[src/rtl/dmem_ctrl_pkg.sv]
// Shared types and defaults for the data-memory port controller.
package dmem_ctrl_pkg;

  localparam int ADDR_W_DEF = 12;
  localparam int DATA_W_DEF = 12;
  localparam int IN_W_DEF   = 18;
  localparam int GCNT_W     = 16;

  typedef enum logic [1:0] {
    IDLE,
    LOAD,
    RUN
  } state_e;

endpackage

[src/rtl/dmem_ctrl_rr_arbiter.sv]
// Rotating-priority arbiter: grants the first request at or after ptr.
module rr_arbiter #(
  parameter int N  = 4,
  parameter int PW = 2
) (
  input  logic [N-1:0]  req,
  input  logic [PW-1:0] ptr,
  output logic [N-1:0]  gnt,
  output logic [PW-1:0] idx,
  output logic          any
);

  int j;

  always_comb begin
    gnt = '0;
    idx = '0;
    any = 1'b0;
    j   = 0;
    for (int k = 0; k < N; k++) begin
      j = (int'(ptr) + k) % N;
      if (!any && req[PW'(j)]) begin
        any         = 1'b1;
        gnt[PW'(j)] = 1'b1;
        idx         = PW'(j);
      end
    end
  end

endmodule

[src/rtl/dmem_ctrl.sv]
// Single-port data-memory owner: host image load, then round-robin core access.
// Optional per-core grant counters enabled by DMEM_GRANT_CNT_EN.
module dmem_ctrl
  import dmem_ctrl_pkg::*;
#(
  parameter int NUM_CORES = 4,
  parameter int ADDR_W    = ADDR_W_DEF,
  parameter int DATA_W    = DATA_W_DEF,
  parameter int IN_W      = IN_W_DEF
) (
  input  logic                          clk,
  input  logic                          rst,
  input  logic                          start,
  input  logic [ADDR_W-1:0]             load_base,
  input  logic [ADDR_W:0]               load_len,
  input  logic                          ld_valid,
  input  logic [IN_W-1:0]               ld_data,
  output logic                          ld_ready,
  input  logic [NUM_CORES-1:0]          core_req,
  input  logic [NUM_CORES-1:0]          core_we,
  input  logic [NUM_CORES*ADDR_W-1:0]   core_addr,
  input  logic [NUM_CORES*DATA_W-1:0]   core_wdata,
  output logic [NUM_CORES-1:0]          core_gnt,
  output logic [NUM_CORES-1:0]          core_rvalid,
  output logic [DATA_W-1:0]             core_rdata,
  output logic                          mem_we,
  output logic [ADDR_W-1:0]             mem_addr,
  output logic [DATA_W-1:0]             mem_wdata,
  input  logic [DATA_W-1:0]             mem_rdata,
  output logic                          busy,
  output logic                          load_done,
  output logic                          ovf,
  output logic [NUM_CORES*GCNT_W-1:0]   grant_cnt
);

  localparam int PW = (NUM_CORES > 1) ? $clog2(NUM_CORES) : 1;
  localparam logic [ADDR_W:0] ONE = 1;

  state_e                 state_q, state_d;
  logic [PW-1:0]          ptr_q, ptr_d;
  logic [ADDR_W:0]        cnt_q, cnt_d;
  logic [ADDR_W:0]        len_q, len_d;
  logic [ADDR_W-1:0]      base_q, base_d;
  logic                   ovf_q, ovf_d;
  logic [NUM_CORES-1:0]   rvalid_q, rvalid_d;

  logic [NUM_CORES-1:0]   arb_gnt;
  logic [PW-1:0]          arb_idx;
  logic                   arb_any;

  logic                   in_load;
  logic                   in_run;
  logic                   go_start;
  logic                   go_load;
  logic                   run_go;
  logic                   accept;
  logic                   hi_bits;
  logic                   sel_we;
  logic [ADDR_W-1:0]      sel_addr;
  logic [DATA_W-1:0]      sel_wdata;

  rr_arbiter #(
    .N  (NUM_CORES),
    .PW (PW)
  ) u_arb (
    .req (core_req),
    .ptr (ptr_q),
    .gnt (arb_gnt),
    .idx (arb_idx),
    .any (arb_any)
  );

  generate
    if (IN_W > DATA_W) begin : g_hi
      assign hi_bits = |ld_data[IN_W-1:DATA_W];
    end else begin : g_nohi
      assign hi_bits = 1'b0;
    end
  endgenerate

  assign in_load  = (state_q == LOAD);
  assign in_run   = (state_q == RUN);
  assign go_start = start & ((state_q == IDLE) | in_run);
  assign go_load  = go_start & (load_len != '0);
  assign run_go   = in_run & ~start;
  assign accept   = in_load & ld_valid;

  assign ld_ready    = in_load;
  assign busy        = in_load;
  assign core_gnt    = run_go ? arb_gnt : '0;
  assign core_rvalid = rvalid_q;
  assign core_rdata  = mem_rdata;
  assign ovf         = ovf_q;

  always_comb begin
    sel_we    = 1'b0;
    sel_addr  = '0;
    sel_wdata = '0;
    for (int i = 0; i < NUM_CORES; i++) begin
      if (arb_gnt[i]) begin
        sel_we    = core_we[i];
        sel_addr  = core_addr[i*ADDR_W +: ADDR_W];
        sel_wdata = core_wdata[i*DATA_W +: DATA_W];
      end
    end
  end

  always_comb begin
    state_d   = state_q;
    ptr_d     = ptr_q;
    cnt_d     = cnt_q;
    len_d     = len_q;
    base_d    = base_q;
    ovf_d     = ovf_q;
    rvalid_d  = '0;
    mem_we    = 1'b0;
    mem_addr  = '0;
    mem_wdata = '0;
    load_done = 1'b0;
    if (go_start) begin
      ovf_d = 1'b0;
      if (go_load) begin
        state_d = LOAD;
        cnt_d   = '0;
        len_d   = load_len;
        base_d  = load_base;
      end else begin
        state_d = RUN;
      end
    end else if (accept) begin
      mem_we    = 1'b1;
      mem_addr  = base_q + cnt_q[ADDR_W-1:0];
      mem_wdata = ld_data[DATA_W-1:0];
      cnt_d     = cnt_q + ONE;
      if (hi_bits) ovf_d = 1'b1;
      if (cnt_q == len_q - ONE) begin
        load_done = 1'b1;
        state_d   = RUN;
      end
    end else if (run_go && arb_any) begin
      mem_we    = sel_we;
      mem_addr  = sel_addr;
      mem_wdata = sel_wdata;
      rvalid_d  = sel_we ? '0 : arb_gnt;
      ptr_d     = (arb_idx == PW'(NUM_CORES - 1)) ? '0 : arb_idx + PW'(1);
    end
  end

  always_ff @(posedge clk or posedge rst) begin
    if (rst) begin
      state_q  <= IDLE;
      ptr_q    <= '0;
      cnt_q    <= '0;
      len_q    <= '0;
      base_q   <= '0;
      ovf_q    <= 1'b0;
      rvalid_q <= '0;
    end else begin
      state_q  <= state_d;
      ptr_q    <= ptr_d;
      cnt_q    <= cnt_d;
      len_q    <= len_d;
      base_q   <= base_d;
      ovf_q    <= ovf_d;
      rvalid_q <= rvalid_d;
    end
  end

`ifdef DMEM_GRANT_CNT_EN
  logic [NUM_CORES*GCNT_W-1:0] gcnt_q, gcnt_d;

  always_comb begin
    gcnt_d = gcnt_q;
    if (go_load) begin
      gcnt_d = '0;
    end else begin
      for (int i = 0; i < NUM_CORES; i++) begin
        if (core_gnt[i] && (gcnt_q[i*GCNT_W +: GCNT_W] != '1)) begin
          gcnt_d[i*GCNT_W +: GCNT_W] =
            gcnt_q[i*GCNT_W +: GCNT_W] + GCNT_W'(1);
        end
      end
    end
  end

  always_ff @(posedge clk or posedge rst) begin
    if (rst) gcnt_q <= '0;
    else     gcnt_q <= gcnt_d;
  end

  assign grant_cnt = gcnt_q;
`else
  assign grant_cnt = '0;
`endif

endmodule

[config.mk]
export PLATFORM = sky130hd
export DESIGN_NAME = dmem_ctrl
export DESIGN_NICKNAME = d
export VERILOG_FILES = /design/src/rtl/dmem_ctrl_pkg.sv /design/src/rtl/dmem_ctrl_rr_arbiter.sv /design/src/rtl/dmem_ctrl.sv
export SDC_FILE = /design/constraint.sdc
export NUM_CORES = 1
export LEC_CHECK = 0
export CELL_PAD_IN_SITES_DETAIL_PLACEMENT = 1
export CELL_PAD_IN_SITES_GLOBAL_PLACEMENT = 1
export CORE_MARGIN = 4
export CORE_UTILIZATION = 25
export CTS_BUF_LIST = sky130_fd_sc_hd__clkbuf_4 sky130_fd_sc_hd__clkbuf_8
export DETAILED_ROUTE_END_ITERATION = 10
export GPL_ROUTABILITY_DRIVEN = 0
export PLACE_DENSITY_LB_ADDON = 0.05
export SETUP_SLACK_MARGIN = 0.5
export SYNTH_ARGS = -nofsm -noshare
export SYNTH_HDL_FRONTEND = slang
export SYNTH_SLANG_ARGS = --single-unit
[constraint.sdc]
create_clock -name clk -period 4.5 [get_ports clk]
set_input_delay 1.125 -clock clk [delete_from_list [all_inputs] [get_ports clk]]
set_output_delay 1.125 -clock clk [all_outputs]
set_load 0.05 [all_outputs]
* After elaboration in Yosys (flattened, before gate mapping) *
Cells that the tools add are included.

cells by class
  multiplexer cells = 72
  reductions and logical operators = 22
  magnitude comparators = 8
  bitwise gates (word level) = 11
  equality and inequality tests = 5
  $add $sub $neg = 7

operator list
  cell                   count
  $mux 12                14
  $mux 13                3
  $mux 4                 9
  $mux 1                 29
  $mux 2                 9
  $lt 2x4->1 const B     4
  $add 13x1->13 const B  1
  $eq 13x13->1           1
  $reduce_bool 13->1     1
  $sub 13x1->13 const B  1
  $add 12x12->12         1
  $or 4x4->4             3
  $bmux 1 s2             4
  $demux 1 s2            4
  $ge 2x1->1 const B     4
  $logic_and 1x1->1      8
  $reduce_and 2->1       4
  $reduce_bool 2->1      3
  $reduce_or 6->1        1
  $add 2x1->2 const B    2
  $add 2x2->2 const B    2
  $and 1x1->1            4
  $eq 2x2->1 const B     2
  $logic_not 1->1        3
  6 further kinds        8

storage, ports and cells
  word-level logic and storage cells = 132
  output and inout port bits = 113
  bits in registers = 47
  input bits = 163

* Depth between registers and ports, before layout *
  depth in word-level cells = 21
  depth in mapped cells = 13
  gate-level depth less buffers = 9

* By module *
A second synthesis with hierarchy kept.

unflattened totals
  cell total of the unflattened synthesis = 643
  area, all modules = 4968.5 µm²

by module, submodules not included
  module      sequential area each (µm²)  area an instance (µm²)  cells each  times used
  dmem_ctrl   1176.1                      4436.8                  581         1
  rr_arbiter  0.0                         531.8                   62          1

* Worst setup path after synthesis *
Ideal clock, no wire load.

  path type = register to output
  start = register with a tool-made name
  end = output port mem_wdata[0]
  buffers on the path = 3
  path slack = -0.760 ns
  arrival = 4.135 ns
  data required time = 3.375 ns
  stages on the path, launching flop included = 11
  cell sequence = dfrtp_1 -> buf_2 -> inv_1 -> ha_1 -> clkbuf_1 -> mux4_2 -> a221o_1 -> o32ai_4 -> buf_2 -> a31oi_1 -> o21ai_0

RTL lines
  what           line             source
  end, declared  dmem_ctrl.sv:28  output logic [DATA_W-1:0] mem_wdata,

* Worst setup path after layout *
  start = input port core_req[0]
  end = output port mem_wdata[3]

on the way
  cells in the longest elaborated chain, start to end = 20
  elaborated cells on any way between the ends = 37
  those cells by class = 27 x mux; 3 x bitwise; 7 x reduce/logical

RTL lines
  what                                        line                        source
  start, declared                             dmem_ctrl.sv:19             input logic [NUM_CORES-1:0] core_req,
  $bmux 1 s2                                  dmem_ctrl_rr_arbiter.sv:22  if (!any && req[PW'(j)]) begin
  $mux 1 (not written as such) (2 in series)  dmem_ctrl_rr_arbiter.sv:22
  $mux 1                                      dmem_ctrl_rr_arbiter.sv:22
  $logic_not 1->1                             dmem_ctrl_rr_arbiter.sv:22
  $logic_and 1x1->1                           dmem_ctrl_rr_arbiter.sv:22
  $mux 1                                      dmem_ctrl_rr_arbiter.sv:22
  $logic_not 1->1                             dmem_ctrl_rr_arbiter.sv:22
  $logic_and 1x1->1                           dmem_ctrl_rr_arbiter.sv:22
  $mux 1                                      dmem_ctrl_rr_arbiter.sv:22
  $logic_not 1->1                             dmem_ctrl_rr_arbiter.sv:22
  $logic_and 1x1->1                           dmem_ctrl_rr_arbiter.sv:22
  $mux 4                                      dmem_ctrl_rr_arbiter.sv:22
  $mux 12 (4 in series)                       dmem_ctrl.sv:100            if (arb_gnt[i]) begin
  $mux 12 *                                   dmem_ctrl.sv:140            end else if (run_go && arb_any) begin
  $mux 12 *                                   dmem_ctrl.sv:130            end else if (accept) begin
  $mux 12 *                                   dmem_ctrl.sv:120            if (go_start) begin

Every way passes the cells marked *; elsewhere a longest branch is shown, timed or not. The select of a mux whose other input is x is not followed.

==> metrics.md <==
| Metric | Value |
|---|---|
| Status | `complete, but fails checks` |
| Failing checks | `negative setup slack` |
| Worst vdd ir | `about 250 uV` |
| CP max-delay cell | `or3b_1` |
| Max Cap Viol | `0` |
| CP dominant cell by count | `buf_6` |
| Compound-cell area share of the yosys netlist | `approximately a quarter` |
| Syn Std Cell Area | `around 4900 sq um` |
| Top cells by count, synth | `nand2_1, buf_4, dfrtp_1` |
| Total wire length | `roughly 22000 microns` |
| Number of I/O port buffers | `between 150 and 200` |
| DRT antenna net count | `0` |
| Synth cell types | `between 60 and 70` |
| CTS tree | `built` |
| P_leak | `roughly 3.5 nW` |
| Kind of critical path | `in2out` |
| Chip height | `between 100 and 150 microns` |
| Die W | `about 150 microns` |
| Top cell type's share of synthesized area | `between 20% and 30%` |
| Post-synthesis xor/xnor area fraction | `under 10%` |
| Number of detailed-route iterations in the first pass | `4` |
| Worst path cell trace | `buf_8 -> buf_6 -> or3b_1 -> a2111o_1 -> nand3b_1 -> a21oi_1 -> o32ai_4 -> buf_6 -> buf_6 -> buf_16 -> a31oi_4 -> o21ai_4 -> buf_12` |
| Post-synthesis mux area share | `approximately 3.4%` |
| Dpl cells | `approximately 1.1k` |
| Final period util | `104.6%` |
| Async SR Flop Fraction | `100.0%` |
| Gr ovfl total | `0` |
| Layout Nets | `around 1.0k` |
| Final Hold Fails | `0` |
| Die footprint | `around 22000 sq um` |
| # hold bufs at CTS | `0` |
| Num rows | `51` |
| Total CTS buffers | `5` |
| Post-DP HPWL | `between 15000 and 20000 microns` |
| # setup viols final | `25` |
| GRT Resource Usage Total | `a little under 20%` |
| Post-synthesis sequential area ratio | `about a quarter` |
| Power Density | `roughly 640 nW/um^2` |
| Vias in the first global route | `about 6k` |
| Worst-Skew Late Latency | `0.32 ns` |
| Core Util, Final | `between 40 and 50%` |
| Largest net degree at the start of global routing | `48` |
| CP Max Fanout | `6` |
| Adder-cell share of the synthesized area | `between 5 and 6%` |
| Sinks on Clock Net | `between 40 and 50` |
| Via Count | `about 5.4k` |
| RSZ-0062 raised after global routing | `yes` |
| CTS root buf | `clkbuf_8` |
| Mapped Avg Cell Area | `7.823 sq um` |
| Final worst setup slack | `-0.2072 ns` |
| CP Data Arrival Time | `~3.6 ns` |
| Syn Inst Count | `630` |
| First-pass GRT wire length | `34160 microns` |
| Post-synth top area cell | `dfrtp_1` |
| Clk pin slew, worst setup/hold paths | `roughly 0.090 ns` |
| Most common cell in the netlist | `nand2_1` |
| Iter 0 DRT Violations | `155` |
| Max stage delay on crit path | `roughly 0.37 ns` |
| # IOs | `approximately 280` |
| Initial Util | `roughly a quarter` |
| FILL cells | `2280` |
| Core area | `19400 sq um` |
| DRC | `0` |
| Post-synthesis to final-layout area growth | `76.92%` |
| H-tree depth | `2` |
| Warnings from Yosys | `0` |
| Top FF cell, synth | `dfrtp_1` |
| Simple-gate share of the synthesized area | `about a fifth` |
| Largest family of logic cells by synthesized area | `compound AO/OA/AOI/OAI gates` |
| Wirelength per Cell | `between 15 and 20 microns` |
| Max Freq | `between 200 and 250 MHz` |
| Non-Filler Instances | `around 1.1k` |
| Initial antenna violation count | `1` |
| Max-slew violations | `0` |
| Yosys reg bits | `47` |
| Startpoint Class | `primary input` |
| Worst-margin pin slew | `~1.0 ns` |
| Final critical-path required period | `~4.7 ns` |
| Share of layout cells above drive strength 1 | `between 20% and 30%` |
| Post-synth EDFFs | `0` |
| Synth area leaders | `dfrtp_1, buf_4, nand2_1` |
| Relative slew slack | `30.58%` |
| Endpoint class of the critical path | `primary output` |
| Average via count per standard cell | `between 4 and 5` |
| Worst Path Required | `roughly 3.4 ns` |
| Clock Skews | `approximately 0.011 ns` |
| CTS Buffer Depth | `2` |
| HP Class | `reg2reg` |
-- metrics by stage --
stage,cell area (sq um),setup TNS [ns],setup WS (ns),hold WS [ns],total power (W)
after detailed placement,7545,-22.09,-0.9610,0.4849,0.003987
after floorplan,5408,-0.6313,-0.1513,0.4497,0.002870
final,8720,-4.410,-0.2072,0.4942,0.005544
after global routing,8720,-6.667,-0.3067,0.5275,0.005899
after global placement,7545,-19.84,-0.8694,0.4656,0.003901
after CTS,8613,-2.988,-0.2168,0.5072,0.005447
-- worst max-delay path, delay by kind of cell --
| kind | cells | cell delay [ns] |
|---|---|---|
| AOI/OAI and AO/OA | 5 | 1.13 |
| buffers and inverters | 6 | 0.76 |
| and+or+nand+nor | 2 | 0.56 |
-- repair_timing --
action | in CTS | in global routing
setup buffers | 37 | 3
resized for setup | 137 | 19
pin swaps | 47 | 13
cloned | 3 | 0
setup endpoints to repair | 32 | 30
-- state kept, by name, indices dropped and copies added (netlist names), named ones only --
signal and flops:
ovf 1, state_q 2, base_q 12, len_q 13, ptr_q 1, core_rvalid 4, cnt_q 13
-- cells by family (layout without fill, tap and decap cells) --
group,Yosys count,count (layout)
fa+ha+maj,22,22
xor+xnor,32,32
other cells,1,65
compound gates,178,178
buf+inv,124,295
flops,47,47
simple gates,214,215
mux,12,12
-- cells in the final DEF, fill, tap and decap left out, types with 5 or more instances in the layout --
master,count
clkdlybuf4s50_1,152
nand2_1,106
conb_1,64
buf_4,57
dfrtp_1,42
buf_12,38
o21ai_0,34
nor2_1,30
buf_6,24
a21oi_1,21
ha_1,20
xnor2_1,18
o21ai_2,16
xor2_1,13
a22oi_1,12
a32oi_1,12
a221oi_4,11
a31oi_4,11
o21ai_4,11
nor3_1,9
o21ai_1,8
nand3b_1,7
nand3_1,7
inv_1,7
nor2b_1,5
nand4_1,5
dfrtp_2,5
clkbuf_8,5
-- final cells by class --
class                      count  area (sq um)  area share [%]
tap                          265         331.6           3.803
sequential                    47          1182           13.56
timing repair buffer         278          3114           35.72
clock buffer                   5         68.82          0.7892
antenna                        1         2.502         0.02870
multi-input combinational    523          3968           45.50
inverter                       9         33.78          0.3874
clock inverter                 3         18.77          0.2152
-- routing by layer --
| layer | wire [microns] | GRT usage (%) |
|---|---|---|
| met3 | 753 | 2.559 |
| met5 | 0 | 0 |
| met1 | 8822 | 23.20 |
| met4 | 287 | 3.510 |
| met2 | 11980 | 36.56 |
-- report_power, final --
| group | internal [W] | switching, W | total [W] |
|---|---|---|---|
| clock network | 0.000110 | 0.000162 | 0.000272 |
| logic | 0.00215 | 0.00241 | 0.00455 |
| registers | 0.000566 | 0.000156 | 0.000722 |
| total | 0.00282 | 0.00272 | 0.00554 |
-- final timing paths --
path	startpoint	to	slack, ns	depth (start not counted)
max in group asynchronous	rst	len_q[6]	2.42	2
hold / removal	base_q[9]	base_q[9]	0.49	2
setup / recovery	core_req[0]	mem_wdata[3]	-0.21	13
setup reg to reg	ptr_q[1]	core_rvalid[2]	1.14	14
min in group asynchronous	rst	len_q[2]	1.37	2
hold reg to reg	base_q[9]	base_q[9]	0.49	2
No activity file was read; power rests on OpenSTA's default activity.
